File: src/rtl/udp_tx_arbiter.sv
// Packet-granular round-robin arbiter sharing one UDP TX meta/stream channel.
// Grant is registered in IDLE; meta and data are muxed combinationally from it.
module udp_tx_arbiter #(
    parameter int NUM_REQ = 2,
    parameter int IDX_W   = 1
) (
    input  logic                     udp_clk,
    input  logic                     udp_reset,

    input  logic [NUM_REQ-1:0]       s_udp_meta_valid,
    input  logic [NUM_REQ*88-1:0]    s_udp_meta_bits,
    output logic [NUM_REQ-1:0]       s_udp_meta_ready,

    input  logic [NUM_REQ-1:0]       s_data_stream_tvalid,
    input  logic [NUM_REQ-1:0]       s_data_stream_tfirst,
    input  logic [NUM_REQ-1:0]       s_data_stream_tlast,
    input  logic [NUM_REQ*256-1:0]   s_data_stream_tdata,
    input  logic [NUM_REQ*32-1:0]    s_data_stream_tkeep,
    output logic [NUM_REQ-1:0]       s_data_stream_tready,

    output logic                     m_udp_meta_valid,
    output logic [31:0]              m_udp_meta_ip_addr,
    output logic [5:0]               m_udp_meta_ip_dscp,
    output logic [1:0]               m_udp_meta_ip_ecn,
    output logic [15:0]              m_udp_meta_dst_port,
    output logic [15:0]              m_udp_meta_src_port,
    output logic [15:0]              m_udp_meta_data_len,
    input  logic                     m_udp_meta_ready,

    output logic                     m_data_stream_tvalid,
    output logic [255:0]             m_data_stream_tdata,
    output logic [31:0]              m_data_stream_tkeep,
    output logic                     m_data_stream_tfirst,
    output logic                     m_data_stream_tlast,
    input  logic                     m_data_stream_tready,

    output logic [IDX_W-1:0]         grant_idx,
    output logic                     grant_active
);

    localparam int MW = 88;
    localparam int DW = 256;
    localparam int KW = 32;

    typedef enum logic [1:0] {
        IDLE = 2'd0,
        META = 2'd1,
        DATA = 2'd2
    } state_t;

    state_t           state;
    state_t           state_nx;
    logic [IDX_W-1:0] grant;
    logic [IDX_W-1:0] grant_nx;
    logic [IDX_W-1:0] rr_ptr;
    logic [IDX_W-1:0] rr_ptr_nx;

    logic [IDX_W-1:0] win_idx;
    logic             win_found;

    logic [MW-1:0]    meta_slot;
    logic             in_meta;
    logic             in_data;
    logic             meta_hs;
    logic             beat_hs;

    // Folds an index in [0, 2*NUM_REQ) back into [0, NUM_REQ).
    function automatic logic [IDX_W-1:0] wrap_idx(input int v);
        if (v >= NUM_REQ) begin
            return IDX_W'(v - NUM_REQ);
        end
        return IDX_W'(v);
    endfunction

    always_comb begin
        win_found = 1'b0;
        win_idx   = '0;
        for (int k = 0; k < NUM_REQ; k++) begin
            if (!win_found &&
                s_udp_meta_valid[wrap_idx(int'(rr_ptr) + k)]) begin
                win_found = 1'b1;
                win_idx   = wrap_idx(int'(rr_ptr) + k);
            end
        end
    end

    assign in_meta = (state == META);
    assign in_data = (state == DATA);

    assign meta_hs = m_udp_meta_valid & m_udp_meta_ready;
    assign beat_hs = m_data_stream_tvalid & m_data_stream_tready;

    always_ff @(posedge udp_clk) begin
        if (!udp_reset) begin
            state  <= IDLE;
            grant  <= '0;
            rr_ptr <= '0;
        end else begin
            state  <= state_nx;
            grant  <= grant_nx;
            rr_ptr <= rr_ptr_nx;
        end
    end

    always_comb begin
        state_nx  = state;
        grant_nx  = grant;
        rr_ptr_nx = rr_ptr;
        unique case (state)
            IDLE: begin
                if (win_found) begin
                    grant_nx = win_idx;
                    state_nx = META;
                end
            end
            META: begin
                // A dropped meta valid keeps the grant; no re-arbitration.
                if (meta_hs) begin
                    state_nx = DATA;
                end
            end
            DATA: begin
                if (beat_hs && m_data_stream_tlast) begin
                    state_nx  = IDLE;
                    rr_ptr_nx = wrap_idx(int'(grant) + 1);
                end
            end
            default: begin
                state_nx = IDLE;
            end
        endcase
    end

    assign meta_slot = s_udp_meta_bits[grant*MW +: MW];

    assign m_udp_meta_valid    = in_meta & s_udp_meta_valid[grant];
    assign m_udp_meta_ip_addr  = meta_slot[87:56];
    assign m_udp_meta_ip_dscp  = meta_slot[55:50];
    assign m_udp_meta_ip_ecn   = meta_slot[49:48];
    assign m_udp_meta_dst_port = meta_slot[47:32];
    assign m_udp_meta_src_port = meta_slot[31:16];
    assign m_udp_meta_data_len = meta_slot[15:0];

    assign m_data_stream_tvalid = in_data & s_data_stream_tvalid[grant];
    assign m_data_stream_tdata  = s_data_stream_tdata[grant*DW +: DW];
    assign m_data_stream_tkeep  = s_data_stream_tkeep[grant*KW +: KW];
    assign m_data_stream_tfirst = s_data_stream_tfirst[grant];
    assign m_data_stream_tlast  = s_data_stream_tlast[grant];

    always_comb begin
        s_udp_meta_ready            = '0;
        s_data_stream_tready        = '0;
        s_udp_meta_ready[grant]     = in_meta & m_udp_meta_ready;
        s_data_stream_tready[grant] = in_data & m_data_stream_tready;
    end

    assign grant_idx    = grant;
    assign grant_active = (state != IDLE);

endmodule

File: config.mk
export PLATFORM = sky130hd
export DESIGN_NAME = udp_tx_arbiter
export DESIGN_NICKNAME = d
export VERILOG_FILES = /design/src/rtl/udp_tx_arbiter.sv
export SDC_FILE = /design/constraint.sdc
export NUM_CORES = 1
export LEC_CHECK = 0
export CORE_AREA = 2 2 445 447
export CTS_CLUSTER_SIZE = 24
export DETAILED_ROUTE_END_ITERATION = 8
export DIE_AREA = 0 0 447 449
export DONT_BUFFER_PORTS = 1
export RECOVER_POWER = 100
export SYNTH_ARGS = -nofsm -noshare
export SYNTH_HDL_FRONTEND = slang
export SYNTH_SLANG_ARGS = --single-unit
File: constraint.sdc
create_clock -name udp_clk -period 1.4 [get_ports udp_clk]
set_input_delay 0.14 -clock udp_clk [delete_from_list [all_inputs] [get_ports udp_clk]]
set_output_delay 0.14 -clock udp_clk [all_outputs]
set_load 0.05 [all_outputs]
; After elaboration in Yosys (flattened, before gate mapping)
; Cells that the tools add are included.
[op_classes]
add_sub_neg = 5
multipliers = 1
order_cmp = 7
eq_ne = 5
shifts = 3
mux = 37
bitwise_logic = 8
reduce_logical = 9
[ops]
columns = op, count
row1 = variable part select 512 x 10 -> 256 bit, 1
row2 = variable part select 176 x 9 -> 88 bit, 1
row3 = variable part select 64 x 7 -> 32 bit, 1
row4 = two-way mux 1 bit, 32
row5 = bitwise AND 1 bit, 6
row6 = "< comparator 1 x 2 -> 1 bit, second input constant", 3
row7 = two-way mux 2 bit, 3
row8 = one-hot mux 2 bit (3 select lines), 1
row9 = "multiplier 1 x 4 -> 5 bit, second input constant", 1
row10 = "adder 1 x 1 -> 2 bit, second input constant", 2
row11 = bitwise AND 2 bit, 2
row12 = "greater-or-equal comparator 2 bit, second input constant", 2
row13 = "!= test 2 x 1 -> 1 bit, second input constant", 2
row14 = AND reduction 2 bit, 2
row15 = logical AND 1 bit, 3
row16 = AND reduction 3 bit, 1
row17 = "subtractor 1 bit, second input constant", 3
row18 = "equality test 2 x 1 -> 1 bit, second input constant", 1
row19 = "equality test 2 bit, second input constant", 1
row20 = "greater-or-equal comparator 1 x 2 -> 1 bit, second input constant", 1
row21 = logical NOT 2 bit, 1
row22 = "!= test 2 bit, second input constant", 1
row23 = nonzero test 2 bit, 1
row24 = demux 1 bit (select 1 bit), 1
row25 = 2 further kinds, 2
[totals]
reg_bits = 4
output_inout_bits = 386

; Logic depth before layout (Yosys ltp)
; Gate-level depths: netlist of run 1.
[depth]
depth_word = 11
mapped_depth = 6

; Worst setup path after synthesis of run 1
; OpenSTA, ideal clock, no wires.
[synth_timing]
kind = register -> output
from = reg grant, in the netlist grant_idx
to = out m_udp_meta_valid
arrival_time_ps = 2230
t_required_ps = 1260
path_slack_ps = -970
stages_incl_launch_ff = 5
n_path_buf = 2
path_cell_list = dfxtp_1 > buf_6 > buf_8 > mux2i_2 > nor3b_1
[synth_via]
elab_chain_len = 3
[synth_rtl]
columns = element, line_no
row1 = from (decl), 53  ; logic [IDX_W-1:0] grant;
row2 = from (signal assigned), 100  ; grant <= grant_nx;
row3 = two-way mux 1 bit (implied by the code) (2 in a row), 136  ; assign m_udp_meta_valid = in_meta & s_udp_meta_valid[grant];
row4 = bitwise AND 1 bit, 136
row5 = to (decl), 21  ; output logic m_udp_meta_valid,
; Every way passes these cells. The select of a mux whose other input is x is not followed.

; Final worst setup path of run 1
[layout_timing]
from = reg grant, in the netlist grant_idx
to = out m_data_stream_tdata[50]
[layout_via]
elab_chain_len = 1
[layout_rtl]
columns = element, line_no
row1 = variable part select 512 x 10 -> 256 bit, 145  ; assign m_data_stream_tdata = s_data_stream_tdata[grant*DW +: DW];
row2 = to (decl), 31  ; output logic [255:0] m_data_stream_tdata,
; Every way passes these cells.

==> flow_summary_export.csv, run 1 <==
group,metric,value,unit
timing,min_period,1.91,ns
yosys,synth_seq_cells,4,
timing,rsz0062_at_grt,"true",
clocking,ctsLongestPathBuffers,2,
finish,drive_above_1_share,0.963,
yosys,combinational_family_with_the_most_area_after_synthesis,"multiplexers",
critical_path,timing.critical_path.required,1.26,ns
timing,max_slew_violations,0,
global_routing,antenna_found_initial,209,
global_routing,first_global_vias,5248,
finish,sequential_cell_area,83.8,um2
pwr,switching_share,0.669,
finish,multiInputGateArea,0.00569,mm2
placed_design,routabilityCongestion,1.42,
pwr,pwr_density_cell,784,mW/mm2
drt,totalWireLength,154000,um
placed_design,dp_area,0.0103,mm2
yosys,post-synth-top-area-cell,"mux2_2",
clocking,clk-insertion-delay-late,0.26,ns
yosys,ys_seq_area_frac,0.0159,
yosys,synth_edf_count,0,
yosys,yosys.cell_count.top_type,"mux2_2",
timing,slew_headroom,0.698,
drt,postRouteAntennaNets,0,
floorplan,floorplan.core_area,0.196,mm2
yosys,synthFlopType,"dfxtp_1",
yosys,synthesis.area_per_instance,11.1,um2
clocking,cts_made_buffers,3,
timing,worst_slew_pin_slew,0.455,ns
yosys,post_synth_instance_area,0.00502,mm2
global_routing,pin_count_of_the_biggest_net_entering_global_routing,38,
drt,drtIter0Drc,574,
pwr,irDropWorstVdd,0.308,mV
timing,fmax,524,MHz
yosys,synth_adder_area_share,0,
timing,fin_worst_skew,0.0173,ns
finish,final_cells,3271,
drt,vias,6519,
critical_path,criticalPathCategory,"reg2out",
run_status,violations_in_the_final_reports,"negative setup slack",
worst_hold_path,min_path_type,"in2reg",
critical_path,cp-end-kind,"primary output",
critical_path,worstPathArrival,1.77,ns
run_status,status,"complete, but fails checks",
yosys,yosysWarnings,0,
floorplan,fp.dieH,449,um
floorplan,start_util,0.0256,
timing,fin_worst_hold_slack,0.0330,ns
drt,routed_wire_length_per_instance,47.2,um
yosys,yosys-top-cells-count,"377 x mux2_2, 40 x buf_6, 5 x nor2_1",
global_routing,globalRouteOverflowTotal,0,
clocking,cts_max_level,1,
global_routing,grtUsageTotal,0.144,
placed_design,dp_cells,3162,
finish,area_growth_syn_to_layout,142,%
yosys,synth_top_area_share,0.846,
yosys,synthesis.nets,1218,
finish,design.final.nets,1327,
yosys,synth_cell_types,23,
floorplan,die_width,447,um
finish,final_area,0.0121,mm2
critical_path,timing.critical_path.fanout_max,15,
pwr,static-leakage-power,0.00392,uW
pwr,combPwrFrac,0.929,
global_routing,grt_pass1_wl,162000,um
drt,detail_route.first_pass.iterations,7,
yosys,synthXorXnorAreaFrac,0,
timing,final_hold_viol_count,0,
yosys,synth_compound_gate_area_share,0.0110,
floorplan,std_cell_rows,163,
drt,final_routed_drc_violation_total,0,
clocking,num_clock_sinks,4,
clocking,clk_transition_reported_paths,0.05,ns
timing,tns,-146.49,ns
flow_run,max_cap_viol_count,0,
finish,n_fill_cell,23028,
critical_path,critPathLaunchType,"flop",
floorplan,die-area,0.201,mm2
yosys,post_synth_inst_count,454,
yosys,ys_async_sr_fraction,0,
timing,period_share,1.36,
floorplan,design.portCount,1150,
clocking,tritoncts,"yes",
pwr,p_clk_frac,0.058,
pwr,sequentialPowerShare,0.014,
placed_design,numPortBuffers,0,
placed_design,post-place-ws,-0.560,ns
timing,report.final.setup_viol,388,
yosys,synth-simple-area-share,0.0164,
placed_design,place.detailed.hpwl,145000,um
clocking,ctsRootBufferMaster,"clkbuf_16",
yosys,synth.top_cells.by_area,"mux2_2 85%, buf_6 9.0%, dfxtp_1 1.6%",
timing,final_ws_setup,-0.507,ns
critical_path,timing.reg2reg.setup_slack,-0.19,ns
pwr,switching_power,6370,uW
pwr,internal_power,3150,uW
yosys,post_synth_mux_area_share,0.852,
drt,post_dr_vias_cell,1.99,
==> cell families (layout without fill, tap and decap cells) <==
group	count (synthesis)	after routing
flip-flops	4	4
AO/OA/AOI/OAI	7	7
other	0	69
multiplexers	380	380
buffers and inverters	48	156
AND/OR/NAND/NOR	15	15
==> per-layer routing <==
layer  up-vias  global-route usage  share of wire
met1      2967               0.121           0.29
met4       136              0.0392          0.031
met2       979               0.276           0.54
met5         -              0.0103         0.0068
li1       2024                   -              -
met3       413              0.0857           0.13
==> worst max-delay path: stages, from the launching register on <==
cell	delay, ns
dfxtp_4	0.38
buf_16	0.19
buf_4	0.20
buf_16	0.16
mux2_4	0.43
==> layout make-up <==
class	count	share of cell area
timing repair buffer	147	0.230
tap	2640	0.272
inverter	5	0.00154
sequential	4	0.00690
clock buffer	4	0.00649
multi-input combinational	402	0.469
antenna	69	0.0142
==> timing repair <==
item,in CTS,in global routing
setup buffers,1,19
pin swaps,1,0
setup endpoints to repair,388,388
resized for setup,120,136
hold endpoints to repair,0,0
hold buffers,0,0
cloned,4,12
==> per-stage QoR <==
step	util	total power (uW)
floorplan	-	5320
global placement	0.0527	8380
detailed placement	0.0527	8400
CTS	0.0562	9350
global route	0.0616	9740
finish	0.0619	9520
==> cell usage in the layout, fill, tap and decap left out, drive strengths merged, types with 2 or more instances in the layout <==
| cell type | count |
|---|---|
| mux2i | 3 |
| clkbuf | 11 |
| diode | 69 |
| o31ai | 2 |
| mux2 | 377 |
| nor2b | 2 |
| nand2 | 2 |
| buf | 139 |
| inv | 5 |
| dfxtp | 4 |
| nor2 | 5 |
| nand3b | 2 |
==> sequential cells by signal, summed over array words and instances (netlist names) <==
signal and cells:
state 2, grant_idx 1, rr_ptr 1
==> path summary, 6_finish.rpt <==
check | startpoint | end | cells after the start
hold reg to reg | rr_ptr | rr_ptr | 3
setup / recovery | grant_idx | m_data_stream_tdata[50] | 4
setup reg to reg | grant_idx | state[1] | 5
hold / removal | udp_reset | rr_ptr | 1
==> power groups by stage <==
stage | Sequential (uW) | Clock [uW] | Combinational [uW]
after floorplan | 137 | 0 | 5180
after global placement | 132 | 0 | 8250
after detailed placement | 133 | 0 | 8260
after CTS | 132 | 616 | 8600
after global routing | 133 | 598 | 9010
final | 132 | 549 | 8840
Power figures use the tool's default switching activity.
==> inputs of run 2 (changes only) <==
--- a/constraint.sdc
+++ b/constraint.sdc
@@ -3,2 +3,2 @@
 set_output_delay 0.14 -clock udp_clk [all_outputs]
-set_load 0.05 [all_outputs]
+set_load 0.01 [all_outputs]
==> flow_summary_export.csv, run 2 (synthesis results as in run 1) <==
group,metric,value,unit
run_status,status,"complete, but fails checks",
run_status,violations_in_the_final_reports,"negative setup slack",
drt,post_dr_vias_cell,1.91,
clocking,cts_max_level,1,
drt,drtIter0Drc,489,
pwr,irDropWorstVdd,0.292,mV
timing,period_share,1.29,
timing,rsz0062_at_grt,"true",
global_routing,globalRouteOverflowTotal,0,
finish,final_core_density,0.0581,
pwr,pwr_density_cell,565,mW/mm2
finish,largest_reg_flops,2,
timing,report.final.setup_viol,384,
timing,fmax,553,MHz
timing,fin_worst_skew,0.00282,ns
floorplan,design.portCount,1150,
floorplan,die_width,447,um
pwr,switching_power,3700,uW
critical_path,timing.critical_path.fanout_max,8,
pwr,p_clk_frac,0.073,
clocking,tritoncts,"yes",
critical_path,critical_path_buf_inv_count,5,
floorplan,std_cell_rows,163,
finish,design.final.nets,1293,
critical_path,worst_r2r_startpoint,"grant_idx",
finish,final_cells,3207,
timing,slew_headroom,0.767,
clocking,cts_hold_repair.buffers,0,
floorplan,start_util,0.0256,
clocking,cts_made_buffers,3,
clocking,clk-insertion-delay-late,0.23,ns
finish,largest-register,"state",
finish,mostFrequentLayoutCell,"mux2_4",
pwr,internal_power,2740,uW
critical_path,timing.critical_path.required,1.26,ns
critical_path,path_delay_family,"buffers and inverters",
worst_hold_path,timing.hold.worst_endpoint,"rr_ptr",
drt,vias,6139,
global_routing,pin_count_of_the_biggest_net_entering_global_routing,58,
timing,min_period,1.81,ns
critical_path,critPathMostFrequentCell,"buf_12",
worst_hold_path,timing.hold.worst.start,"udp_reset",
critical_path,critical_path.max_stage_delay,0.36,ns
critical_path,worstPathArrival,1.67,ns
floorplan,fp.dieH,449,um
critical_path,criticalPathCategory,"reg2out",
clocking,ctsRootBufferMaster,"clkbuf_16",
placed_design,numPortBuffers,0,
worst_hold_path,min_path_type,"in2reg",
timing,final_ws_setup,-0.408,ns
floorplan,floorplan.core_area,0.196,mm2
pwr,static-leakage-power,0.00367,uW
placed_design,dp_cells,3110,
critical_path,r2r-end,"state[1]",
critical_path,cp-end-kind,"primary output",
critical_path,timing.reg2reg.setup_slack,-0.09,ns
clocking,clk_transition_reported_paths,0.03,ns
drt,postRouteAntennaNets,0,
drt,totalWireLength,148000,um
drt,final_routed_drc_violation_total,0,
finish,most-common-layout-cells,"349 x mux2_4, 39 x buf_12, 28 x mux2_2",
critical_path,critPathLaunchType,"flop",
clocking,ctsLongestPathBuffers,2,
pwr,sequentialPowerShare,0.020,
clocking,num_clock_sinks,4,
global_routing,antenna_found_initial,134,
finish,drive_above_1_share,0.958,
placed_design,place.detailed.hpwl,137000,um
drt,routed_wire_length_per_instance,46.1,um
pwr,combPwrFrac,0.907,
timing,final_hold_viol_count,0,
drt,detail_route.first_pass.iterations,7,
finish,n_fill_cell,23109,
global_routing,first_global_vias,5292,
floorplan,die-area,0.201,mm2
timing,worst_slew_pin_slew,0.349,ns
pwr,switching_share,0.574,
finish,area_growth_syn_to_layout,127,%
global_routing,grtUsageTotal,0.135,
finish,final_area,0.0114,mm2
worst_hold_path,worst_hold_path.num_cells,1,
timing,max_slew_violations,0,
critical_path,worstPathCellList,"buf_12 > buf_12 > buf_8 > buf_16 > buf_12 > mux2_4",
critical_path,count_of_cells_along_the_worst_register_to_register_path,6,
placed_design,routabilityCongestion,1.46,
placed_design,dp_area,0.00873,mm2
global_routing,grt_pass1_wl,154000,um
critical_path,crit_slowest_cell,"mux2_4",
flow_run,max_cap_viol_count,0,
[run 2: cell count changes in the layout (fill, tap and decap cells not counted), sizes merged]
| cell | delta |
|---|---|
| clkbuf | +6 |
| diode | -30 |
| bufbuf | -1 |
| buf | -39 |
[run 2: repair_timing]
action,4_1_cts,5_1_grt
setup buffers,11,17
pin swaps,0,3
setup endpoints to repair,385,387
gates resized for setup,278,156
cloned,11,17
[run 2: metrics by stage]
stage / setup TNS [ns] / hold slack (ns) / worst slack (ns) / total power [uW]
2_1_floorplan: 0 / 0.271 / 0.0729 / 2160
3_3_place_gp: -41.33 / 0.276 / -0.211 / 5080
3_5_place_dp: -47.99 / 0.281 / -0.250 / 5120
4_1_cts: -111.36 / 0.0433 / -0.407 / 6360
5_1_grt: -117.77 / 0.0486 / -0.408 / 6710
6_report: -106.48 / 0.0426 / -0.408 / 6440
[run 2: worst register-to-register path, cell delays in order, from the launching register on]
cell      delay [ns]
dfxtp_4         0.35
buf_12          0.15
buf_8           0.13
buf_4           0.13
mux2i_4         0.19
o311ai_1        0.29
o31ai_1         0.12
[run 2: worst max-delay path by stage]
stage	start	to	slack (ns)	cells after the start
final	grant_idx	m_data_stream_tdata[195]	-0.41	6
after global routing	grant_idx	m_udp_meta_valid	-0.41	6
after CTS	grant_idx	m_data_stream_tkeep[17]	-0.41	5
after detailed placement	grant_idx	m_data_stream_tdata[228]	-0.25	3
after global placement	grant_idx	m_data_stream_tdata[228]	-0.21	3
after floorplan	grant_idx	m_data_stream_tdata[100]	0.07	4
[run 2: cell type report]
type / count / area [um2] / area share
Multi-Input combinational cell: 402 / 5770 / 0.506
Tap cell: 2640 / 3300 / 0.290
Timing Repair Buffer: 113 / 2040 / 0.179
Antenna cell: 39 / 97.6 / 0.00857
Sequential cell: 4 / 85.1 / 0.00747
Clock buffer: 4 / 78.8 / 0.00692
Inverter: 5 / 18.8 / 0.00165
[run 2: power groups by stage]
stage	Combinational (uW)	Clock, uW	Sequential (uW)
2_1_floorplan	2030	0	130
3_3_place_gp	4940	0	141
3_5_place_dp	4980	0	142
4_1_cts	5750	476	130
5_1_grt	6100	484	133
6_report	5840	471	131
[run 2: metal layers]
layer | GRT usage | wire [um]
met5 | 0.00601 | 1190
met4 | 0.00845 | 1780
met3 | 0.0775 | 17700
met2 | 0.249 | 76500
met1 | 0.135 | 50700
